File: config.mk
export PLATFORM = sky130hd
export DESIGN_NAME = cprod_accum
export DESIGN_NICKNAME = d
export VERILOG_FILES = /design/src/rtl/cprod_accum.sv
export SDC_FILE = /design/constraint.sdc
export NUM_CORES = 1
export LEC_CHECK = 0
export ABC_AREA = 1
export BUFFER_PORTS_ARGS = -buffer_cell sky130_fd_sc_hd__buf_4
export CORE_MARGIN = 8
export CORE_UTILIZATION = 53
export DETAILED_ROUTE_END_ITERATION = 10
export GPL_TIMING_DRIVEN = 0
export PLACE_DENSITY = 0.77
export REMOVE_ABC_BUFFERS = 1
export SKIP_CTS_REPAIR_TIMING = 1
export SYNTH_ARGS = -nofsm -noshare
export SYNTH_HDL_FRONTEND = slang
export SYNTH_SLANG_ARGS = --single-unit
File: constraint.sdc
create_clock -name clk -period 4.1 [get_ports clk]
set_input_delay 0.41 -clock clk [delete_from_list [all_inputs] [get_ports clk]]
set_output_delay 0.41 -clock clk [all_outputs]
set_load 0.01 [all_outputs]
File: src/rtl/cprod_accum.sv
// Complex product accumulator: sums ACC_LEN products, rounds, scales and narrows each block sum.
// Optional macro CPROD_ACCUM_SAT_EN selects saturating narrowing with overflow flag (default: wrap).
module cprod_accum #(
  parameter int IWIDTH  = 35,
  parameter int OWIDTH  = 16,
  parameter int ACC_LEN = 16,
  parameter int SHIFT   = 4
) (
  input  logic                     clk,
  input  logic                     rst,
  input  logic                     in_valid,
  input  logic signed [IWIDTH-1:0] in_re,
  input  logic signed [IWIDTH-1:0] in_im,
  input  logic                     flush,
  output logic                     out_valid,
  output logic signed [OWIDTH-1:0] out_re,
  output logic signed [OWIDTH-1:0] out_im,
  output logic                     out_ovf,
  output logic                     busy
);

  localparam int CW = $clog2(ACC_LEN);
  localparam int AW = IWIDTH + CW;
  localparam logic [CW-1:0] LAST = CW'(ACC_LEN - 1);
  localparam logic signed [AW-1:0] HALF = {{(AW-1){1'b0}}, 1'b1} << (SHIFT - 1);

`ifdef CPROD_ACCUM_SAT_EN
  // Saturation needs the full-width rounded value to detect out-of-range sums.
  localparam int RW = AW;
  localparam logic signed [AW-1:0] MAXV = {{(AW-OWIDTH+1){1'b0}}, {(OWIDTH-1){1'b1}}};
  localparam logic signed [AW-1:0] MINV = {{(AW-OWIDTH+1){1'b1}}, {(OWIDTH-1){1'b0}}};

  function automatic logic [OWIDTH:0] narrow(input logic signed [RW-1:0] x);
    if (x > MAXV)      return {1'b1, 1'b0, {(OWIDTH-1){1'b1}}};
    else if (x < MINV) return {1'b1, 1'b1, {(OWIDTH-1){1'b0}}};
    else               return {1'b0, x[OWIDTH-1:0]};
  endfunction
`else
  // Wrapping keeps only the low OWIDTH bits, so the round register stores just those.
  localparam int RW = OWIDTH;

  function automatic logic [OWIDTH:0] narrow(input logic signed [RW-1:0] x);
    return {1'b0, x};
  endfunction
`endif

  function automatic logic signed [RW-1:0] round_shift(input logic signed [AW-1:0] x);
    return RW'((x + HALF) >>> SHIFT);
  endfunction

  logic [CW-1:0]          r_cnt;
  logic signed [AW-1:0]   r_acc_re, r_acc_im;
  logic signed [AW-1:0]   r_sum_re_p0, r_sum_im_p0;
  logic                   r_vld_p0;
  logic signed [RW-1:0]   r_rnd_re_p1, r_rnd_im_p1;
  logic                   r_vld_p1;
  logic signed [OWIDTH-1:0] r_out_re_p2, r_out_im_p2;
  logic                   r_ovf_p2, r_vld_p2;

  logic signed [AW-1:0]   w_acc_re_nxt, w_acc_im_nxt;
  logic [OWIDTH:0]        w_nar_re, w_nar_im;

  assign w_acc_re_nxt = r_acc_re + {{CW{in_re[IWIDTH-1]}}, in_re};
  assign w_acc_im_nxt = r_acc_im + {{CW{in_im[IWIDTH-1]}}, in_im};
  assign w_nar_re     = narrow(r_rnd_re_p1);
  assign w_nar_im     = narrow(r_rnd_im_p1);

  // Stage p0: accumulate; the last product of a block lands in the sum register.
  always_ff @(posedge clk or posedge rst) begin
    if (rst) begin
      r_cnt       <= '0;
      r_acc_re    <= '0;
      r_acc_im    <= '0;
      r_sum_re_p0 <= '0;
      r_sum_im_p0 <= '0;
      r_vld_p0    <= 1'b0;
    end else begin
      r_vld_p0 <= 1'b0;
      if (flush) begin
        r_cnt    <= '0;
        r_acc_re <= '0;
        r_acc_im <= '0;
      end else if (in_valid) begin
        if (r_cnt == LAST) begin
          r_sum_re_p0 <= w_acc_re_nxt;
          r_sum_im_p0 <= w_acc_im_nxt;
          r_acc_re    <= '0;
          r_acc_im    <= '0;
          r_cnt       <= '0;
          r_vld_p0    <= 1'b1;
        end else begin
          r_acc_re <= w_acc_re_nxt;
          r_acc_im <= w_acc_im_nxt;
          r_cnt    <= r_cnt + 1'b1;
        end
      end
    end
  end

  // Stage p1: round half up and scale.
  always_ff @(posedge clk or posedge rst) begin
    if (rst) begin
      r_rnd_re_p1 <= '0;
      r_rnd_im_p1 <= '0;
      r_vld_p1    <= 1'b0;
    end else begin
      r_vld_p1 <= r_vld_p0;
      if (r_vld_p0) begin
        r_rnd_re_p1 <= round_shift(r_sum_re_p0);
        r_rnd_im_p1 <= round_shift(r_sum_im_p0);
      end
    end
  end

  // Stage p2: narrow to the output width; results hold between strobes.
  always_ff @(posedge clk or posedge rst) begin
    if (rst) begin
      r_out_re_p2 <= '0;
      r_out_im_p2 <= '0;
      r_ovf_p2    <= 1'b0;
      r_vld_p2    <= 1'b0;
    end else begin
      r_vld_p2 <= r_vld_p1;
      if (r_vld_p1) begin
        r_out_re_p2 <= w_nar_re[OWIDTH-1:0];
        r_out_im_p2 <= w_nar_im[OWIDTH-1:0];
        r_ovf_p2    <= w_nar_re[OWIDTH] | w_nar_im[OWIDTH];
      end
    end
  end

  assign out_valid = r_vld_p2;
  assign out_re    = r_out_re_p2;
  assign out_im    = r_out_im_p2;
  assign out_ovf   = r_ovf_p2;
  assign busy      = (r_cnt != '0);

endmodule

# After elaboration in Yosys (flattened, before gate mapping)

Cells that the tools add are included.

Flip-flop bits (word level): 189
Bits of input ports: 74
Logic and storage cells: 34

Add/subtract/negate cells: 5
Equality and inequality tests: 1
Muxes and demuxes: 12
Bitwise logic cells: 1
Reductions and logical operators: 3

Operators by type and width:

| cell                  | number |
|---|---|
| $mux 39               | 6 |
| $add 39x39->39        | 2 |
| $add 20x5->20 const B | 2 |
| $mux 4                | 3 |
| $add 4x1->4 const B   | 1 |
| $eq 4x4->1 const B    | 1 |
| $reduce_bool 4->1     | 1 |
| $mux 1                | 3 |
| $reduce_and 3->1      | 1 |
| $reduce_bool 2->1     | 1 |
| $not 1->1             | 1 |

# Longest topological paths before layout

Gate-level depths: netlist (run 1).

Word-level depth: 4
Depth in mapped cells: 13

# Worst setup path before layout (run 1)

Ideal clock, no wire load.

Path type: input to register
Start point: input port in_im[0]
End point: register r_acc_im[12]
Library setup time: 0.117 ns
Data arrival time: 1.683 ns
Required time: 3.983 ns
Path slack: 2.300 ns
Stages on the path: 13
Buffers on the path: 0
Path through: ha_1 -> inv_1 -> fa_1 -> inv_1 -> nand3_1 -> nand3_1 -> nand2_1 -> nand2_1 -> nand2_1 -> nand2_1 -> nand2_1 -> nand3_1 -> nand2_1

Word-level cells in the longest chain between the ends: 4

RTL lines:

| what                 | line | RTL |
|---|---|---|
| from (decl)          | 13   | `input logic signed [IWIDTH-1:0] in_im,` |
| $add 39x39->39       | 64   | `assign w_acc_im_nxt = r_acc_im + {{CW{in_im[IWIDTH-1]}}, in_im};` |
| $mux 39              | 84   | `if (r_cnt == LAST) begin` |
| $mux 39              | 83   | `end else if (in_valid) begin` |
| $mux 39              | 79   | `if (flush) begin` |
| to (signal assigned) | 93   | `r_acc_im <= w_acc_im_nxt;` |
| to (decl)            | 52   | `logic signed [AW-1:0] r_acc_re, r_acc_im;` |

No other way between the ends. The select of a mux whose other input is x is not followed.
A chain may end at the register's enable or synchronous reset.

# Worst setup path after layout (run 1)

Start point: register r_cnt[0]
End point: register r_sum_re_p0[11]

Word-level cells in the longest chain between the ends: 2

RTL lines:

| what                              | line | RTL |
|---|---|---|
| from (decl)                       | 51   | `logic [CW-1:0] r_cnt;` |
| from (signal assigned)            | 94   | `r_cnt <= r_cnt + 1'b1;` |
| $eq 4x4->1                        | 84   |  |
| $reduce_and 3->1 (no source line) | --   |  |
| to (signal assigned)              | 85   | `r_sum_re_p0 <= w_acc_re_nxt;` |
| to (decl)                         | 53   | `logic signed [AW-1:0] r_sum_re_p0, r_sum_im_p0;` |

No other way between the ends.

==> results of run 1 <==
-- power by group --
part	leakage (nW)	total (mW)	internal (mW)	switching, mW
Clock	0.299	1.58	0.939	0.638
Sequential	1.97	1.52	1.49	0.0353
Combinational	2.88	0.718	0.261	0.457
-- cell type report --
type / count / area (µm²) / share of cell area (%)
Clock inverter: 13 / 149 / 1.53
Inverter: 110 / 418 / 4.29
Tap cell: 216 / 270 / 2.77
Clock buffer: 19 / 453 / 4.65
Multi-Input combinational cell: 797 / 4200 / 43.1
Timing Repair Buffer: 79 / 626 / 6.42
Sequential cell: 145 / 3630 / 37.3
-- cells in the mapped netlist, types with 6 or more instances --
| library cell | instances | share of area [%] |
|---|---|---|
| a21oi_1 | 37 | 2.2 |
| a31oi_1 | 6 | 0.45 |
| buf_2 | 7 | 0.42 |
| clkbuf_1 | 19 | 0.85 |
| dfrtp_1 | 145 | 43 |
| ha_1 | 42 | 6.3 |
| inv_1 | 107 | 4.8 |
| mux2_2 | 26 | 3.5 |
| nand2_1 | 367 | 16 |
| nand2_2 | 6 | 0.45 |
| nand3_1 | 96 | 5.7 |
| nand3b_1 | 18 | 1.6 |
| nand4_1 | 10 | 0.75 |
| nor2_1 | 77 | 3.5 |
| nor3_1 | 6 | 0.36 |
| o21ai_0 | 47 | 2.8 |
| xnor2_1 | 13 | 1.4 |
| xor2_1 | 12 | 1.3 |
-- critical path: cells and delay by family, from the launching register on --
| family | cells | cell delay [ps] |
|---|---|---|
| adder cells (fa/ha/maj) | 1 | 230 |
| flip-flops | 1 | 420 |
| buffers and inverters | 1 | 840 |
| AND/OR/NAND/NOR | 5 | 1490 |
-- state kept, by name, summed over array words and instances (netlist names) --
name,cells
r_acc_re,20
r_vld_p0,1
r_cnt,4
r_sum_im_p0,17
out_im,16
r_rnd_im_p1,16
r_vld_p1,1
out_re,16
r_acc_im,20
r_sum_re_p0,17
out_valid,1
r_rnd_re_p1,16
-- logic make-up after synthesis --
group                      synth area share, %
adders and majority gates                 6.76
DFF                                       43.4
xor gates and xnor gates                  2.62
muxes                                     3.50
other                                   0.0448
AOI/OAI and AO/OA                         7.05
buffers and inverters                     6.52
and+or+nand+nor                           30.1
-- per-layer routing --
layer	vias up	routed length, µm
met5	-	0
met2	174	8400
met3	22	915
met4	0	303
li1	3636	-
met1	3288	9380
-- final timing paths --
| path | from | end | slack [ps] | cells past startpoint |
|---|---|---|---|---|
| max in group asynchronous | rst | r_sum_re_p0[6] | 3260 | 3 |
| worst min register to register | r_rnd_re_p1[15] | r_rnd_re_p1[15] | 480 | 2 |
| worst min-delay path | rst | out_re[3] | 8 | 2 |
| worst max-delay path | r_cnt[0] | r_sum_re_p0[11] | 970 | 7 |
| min in group clk | in_valid | r_acc_re[18] | 300 | 4 |
| worst max register to register | r_cnt[0] | r_sum_re_p0[11] | 970 | 7 |
-- metrics by stage --
step                      instances  utilization, %
final                          1379            62.2
after global routing           1379            62.2
after CTS                      1379            62.2
after detailed placement       1347            58.4
after global placement         1345            58.0
after floorplan                1052               -
==> run summary, run 1 <==
The static leakage was 5.16 nW; the horizontal extent of the die was 142 µm. The most used flip-flop cell after synthesis is dfrtp_1. In this run, synthesis inferred 0 flip-flops with an integrated enable.

The count of buffers added on input and output ports is 77. Counting stages on the worst path, the most repeated cell is nand2_1. Global-route wire length before repair: 32.3 mm.

Global routing used 19.8% of the available tracks. The tools report the nature of the critical path startpoint as a register. Across the VDD grid, the largest voltage drop is 326 µV.

For the placeable core region, the log shows 15700 µm². The per-cell routed wire length was 13.8 µm; the worst-skew pair later-pin latency was 430 ps. The data arrival time of the critical path is 3430 ps, and the number of nets in the finished design is 1268. Setup repair after global routing left no endpoint under its margin. On the worst path, the slowest cell contributes a delay of 880 ps.

After clock tree synthesis, the clock-pin slew on the worst setup and hold paths is 60 ps. Based on the critical path, the design can be clocked at up to 320 MHz. The required time at the worst-slack endpoint is 4400 ps, and the layout overhead on the synthesized area is 16.5%.

Once routing completed, OpenROAD measured the worst setup slack at 973 ps. For this design the top-level I/O count stands at 109. The pin count of the biggest net entering global routing is 98. The type of the worst min-delay path was in -> async. The run gives 0 as the synthesis warning total. The critical path in this run is classified as reg -> reg. H-tree depth: 4. The tightest slew margin relative to the limit was 18.6%; the slew of the pin with the lowest slew margin was 1220 ps. The library cell used most frequently in the layout, excluding fill and tap cells, is nand2_1.

The tightest hold path in the finished design has a slack of 8.06 ps. Once detailed placement completed, the half-perimeter wirelength came to 13.6 mm. The final period utilization is 76.3%, and the final RePlAce weighted congestion is 0.880. Once detail routing completed, the nets flagged for antenna violations numbered 0.

The sequential area share after synthesis was 43.4%. The post-layout minimum cycle time came out at 3130 ps. Number of vias after detailed routing: 7120.

The logs give 1081 for the number of instances in the synthesized netlist and 6811 for the number of global-route vias before repair. After the first detailed-routing iteration, the DRC count stood at 652. The cell sitting at the root of the clock tree is a clkbuf_16.

Across the run, the number of max-cap violations was 0. The post-place setup slack was 944 ps. For this run, design rule violations remaining after detail routing come to 0. The cell area reported after detailed placement is 9140 µm², and the total negative setup slack is 0 ps.

TritonCTS built the clock tree. The longest clock path from root to sink contains 2 buffers. Global routing consumed, on the met3 layer, 3.76% of the routing resources. The clock arrives with 5.77 ps of skew. Clock tree synthesis inserted a total of 17 buffers. The die outline area was 20100 µm².

After routing the design area is 9740 µm². Overall power consumption: 3.82 mW. The slowest library cell on the worst path is nand2_1. Number of hold-slack violations in the final timing report: 0. Synthesis inferred 145 register bits. Aggregate global routing overflow: 0. For met2 alone, demand over resource in global routing was 30.5%. The cell area that synthesis handed to floorplanning was 8360 µm². STA classifies the critical path endpoint as a register. CTS saw 145 sinks. The floorplan has 46 rows. The count of fill cells added during filler insertion is 1396, and the count of antenna diodes in the layout is 0. In this run the vertical extent of the chip is 142 µm.

The post-synthesis average cell area came out at 7.74 µm². The maximum fanout along the worst path is 41. Leaving out fill and tap cells, the most frequent cells in the layout are nand2_1 (367), dfrtp_1 (144), inv_1 (106). The number of pins exceeding their max-slew limit in the final report was 0. The layout cell share with drive strength beyond 1 works out to 13.6%. Walking the worst path, the cells encountered are ha_1 > nand2_1 > nor2_1 > nand2_1 > inv_1 > nand3_1 > nand2_1. The sum of routed wire length over all layers is 19.0 mm, and the fraction of registers with async set/reset is 100%. The run gives 0 as the number of failing setup endpoints in the final timing report.

The initial utilization of the core area, before any placement, comes to 53.4%. The ratio of routed vias to standard cells is 5.16, and the first-pass detailed-route iteration total is 5. The run finished with clean final reports. Yosys mapped the design onto 33 distinct sky130hd cell types. The run gives 0 as the number of antenna violations at the first check in global routing. Global routing's busiest layer: met2. In the global route stage, met1 resource usage came out at 27.4%. In this run the power density over the cells is 392 nW/µm².
(Power assumes the default switching activity.)
==> run 2: changes to the inputs <==
==> constraint.sdc (replaced) <==
create_clock -name clk -period 2.8 [get_ports clk]
set_input_delay 0.28 -clock clk [delete_from_list [all_inputs] [get_ports clk]]
set_output_delay 0.28 -clock clk [all_outputs]
set_load 0.01 [all_outputs]
==> run 2 against run 1 <==
Effect of this change:
- power grew 46%
- routed wire length is 0.63% higher
- global-route usage is the same
- cell count is 0.22% higher
- combinational power is 46% higher
- count of clock-buffer cells in the layout stayed put
- sequential power rose by 47%
- via count rose by 0.28%
- worst hold slack better by 170 ps
- critical path type unchanged
- critical endpoint is now r_sum_im_p0[19]
==> run summary, run 2 (synthesized netlist as in run 1, its figures left out) <==
The logs give 53.4% (unchanged) for the initial core utilization and 7140 (was 7120) for the number of vias after detailed routing. The worst path buffer plus inverter count was 1 (unchanged); the total negative setup slack was 0 ps (unchanged). The post-CTS clock slew at the launch and capture registers of the worst setup and hold paths works out to 60 ps (about the same).

Worst-path cell chain: ha_1 > nand2_1 > nor2_1 > nand2_2 > clkinvlp_4 > nand3_1 > nand2_1 (was ha_1 > nand2_1 > nor2_1 > nand2_1 > inv_1 > nand3_1 > nand2_1). The type of the worst min-delay path was in -> reg (was in -> async). The number of cells on the critical path is 7 (unchanged), and the count of max-cap constraint violations is 0 (unchanged). The cell type with the highest occurrence count on the critical path was nand2_1 (unchanged).

The launch point of the critical path is r_cnt[0] (unchanged). The path type of the worst setup path is reg -> reg (unchanged). The tools report the aggregate global routing overflow as 0 (unchanged). Slew of the pin with the lowest slew margin: 1020 ps (was 1220 ps). TritonCTS built the clock tree.

For the first-pass detailed-route iteration total, the log shows 5 (unchanged). The post-layout minimum cycle time was 2430 ps (was 3130 ps). The slack of the worst reg-to-reg path is 370 ps (was 970 ps). The final RePlAce weighted congestion was 0.880 (unchanged).

The count of antenna diodes in the layout is 0 (unchanged). The start of the worst register-to-register path is r_cnt[0] (unchanged). The tightest slew margin relative to the limit is 32.0% (was 18.6%), and the HPWL after detailed placement is 13.6 mm (unchanged). The number of antenna violations at the first check in global routing is 0 (unchanged).

The remaining routing DRC violations came out at 0 (unchanged). The end-of-flow core utilization was 62.4% (was 62.2%); the achievable clock frequency was 412 MHz (was 320 MHz). The number of pins exceeding their max-slew limit in the final report was 0 (unchanged). Commonest cells after routing, fill and taps aside: nand2_1 (366), dfrtp_1 (144), inv_1 (105) (was nand2_1 (367), dfrtp_1 (144), inv_1 (106)). For the number of nets still failing antenna checks after routing, the log shows 0 (unchanged).

The number of failing setup endpoints in the final timing report came out at 0 (unchanged). The nature of the critical path startpoint is a register (unchanged). Buffer type at the clock tree root: clkbuf_16 (unchanged).

The run finished with clean final reports. The tools report the H-tree depth as 4 (unchanged). The delay of the slowest critical-path stage was 580 ps (was 880 ps).

The pin count of the biggest net entering global routing was 98 (unchanged). Endpoint class of the critical path: a register (unchanged). The layout overhead on the synthesized area is 16.8% (was 16.5%).

The tools report the cell row count as 46 (unchanged). The power per cell area is 572 nW/µm² (was 392 nW/µm²), and the total clock sinks is 145 (unchanged). Top flop regs: r_acc_im x20, r_acc_re x20 (unchanged). Total routing resource utilization after global routing: 19.8% (unchanged). For the number of ports placed on the die boundary, the log shows 109 (unchanged). The commonest non-fill, non-tap cell in the layout is nand2_1 (unchanged).

The layout cell share with drive strength beyond 1 works out to 13.9% (was 13.6%). The number of nets in the finished design was 1271 (was 1268); the global-route wire length before repair was 32.3 mm (unchanged). The tools report the placeable core region as 15700 µm² (unchanged).

Setup repair after global routing left no endpoint under its margin. The run gives 3100 ps (was 4400 ps) as the required time at the worst-slack endpoint. The tools report the worst-skew pair later-pin latency as 420 ps (was 430 ps).

The run gives 2 (unchanged) as the deepest clock path buffer count. For the design area, the log shows 9770 µm² (was 9740 µm²). The worst hold slack across all endpoints was 175 ps (was 8.06 ps). The die span in y was 142 µm (unchanged). The number of global-route vias before repair came out at 6811 (unchanged).

The family with the most delay on the worst path is simple AND/OR/NAND/NOR gates (unchanged). The capturing point of the worst reg2reg path is r_sum_im_p0[19] (was r_sum_re_p0[11]). The logs give 625 (was 652) for the initial DRC count and 475 µV (was 326 µV) for the largest voltage drop on the vdd net.

The run gives 9140 µm² (unchanged) as the cell area reported after detailed placement. The die outline area came out at 20100 µm² (unchanged). The horizontal extent of the die was 142 µm (unchanged); the data arrival time of the critical path was 2730 ps (was 3430 ps).

The tools report the critical path capture point as r_sum_im_p0[19] (was r_sum_re_p0[11]). The maximum fanout along the worst path works out to 42 (was 41). The per-cell routed wire length is 13.8 µm (about the same), and the number of hold-slack violations in the final timing report is 0 (unchanged).

The sum of routed wire length over all layers is 19.1 mm (was 19.0 mm). The final period utilization is 86.6% (was 76.3%), and the number of buffers created by CTS is 17 (unchanged). Setup clock skew after layout: 6.28 ps (was 5.77 ps). The slowest library cell on the worst path is clkinvlp_4 (was nand2_1). Overall power consumption: 5.59 mW (was 3.82 mW).

The static leakage is 5.16 nW (about the same), and the length in cells of the worst reg-to-reg path is 7 (unchanged). The quantity of I/O buffers inserted on ports works out to 77 (unchanged). Ratio of routed vias to standard cells: 5.17 (was 5.16).
-- run 2: worst reg2reg max path: stages (launching register included) --
cell and delay [ps]:
dfrtp_1 420, ha_1 230, nand2_1 90, nor2_1 60, nand2_2 550, clkinvlp_4 580
nand3_1 310, nand2_1 70
-- run 2: metal layers --
layer | global-route usage [%] | part of all wire (%) | vias up
met1 | 27.4 | 49 | 3293
met4 | 7.07 | 1.6 | 0
met5 | 0 | 0 | -
met2 | 30.5 | 45 | 182
li1 | - | - | 3640
met3 | 3.76 | 4.6 | 25
-- run 2: power by group --
group | total (mW) | internal [mW] | switching, mW
combinational | 1.05 | 0.383 | 0.669
clock | 2.31 | 1.38 | 0.932
sequential | 2.23 | 2.18 | 0.0518
-- run 2: worst min-delay path by stage --
stage                     cells past startpoint  slack, ps             end           start
after floorplan                               2        440  r_rnd_im_p1[0]  r_rnd_im_p1[0]
after global placement                        2        460  r_rnd_im_p1[0]  r_rnd_im_p1[0]
after detailed placement                      2        350       out_re[3]             rst
after CTS                                     2       -100       out_re[3]             rst
after global routing                          3        190     r_acc_re[0]        in_re[0]
final                                         4        180    r_acc_re[18]        in_valid
-- run 2: final cells by class --
class | count | area (µm²)
Inverter | 110 | 422
Tap cell | 216 | 270
Timing Repair inverter | 1 | 5.00
Multi-Input combinational cell | 797 | 4200
Clock buffer | 19 | 453
Timing Repair Buffer | 81 | 643
Sequential cell | 145 | 3630
Clock inverter | 13 | 149
Fill cell | 1396 | 5880
-- run 2: through the flow --
stage	setup WS (ps)	instances
6_report	374	1382
5_1_grt	109	1382
4_1_cts	-366	1379
3_5_place_dp	-342	1347
3_3_place_gp	-3040	1345
2_1_floorplan	-1370	1052
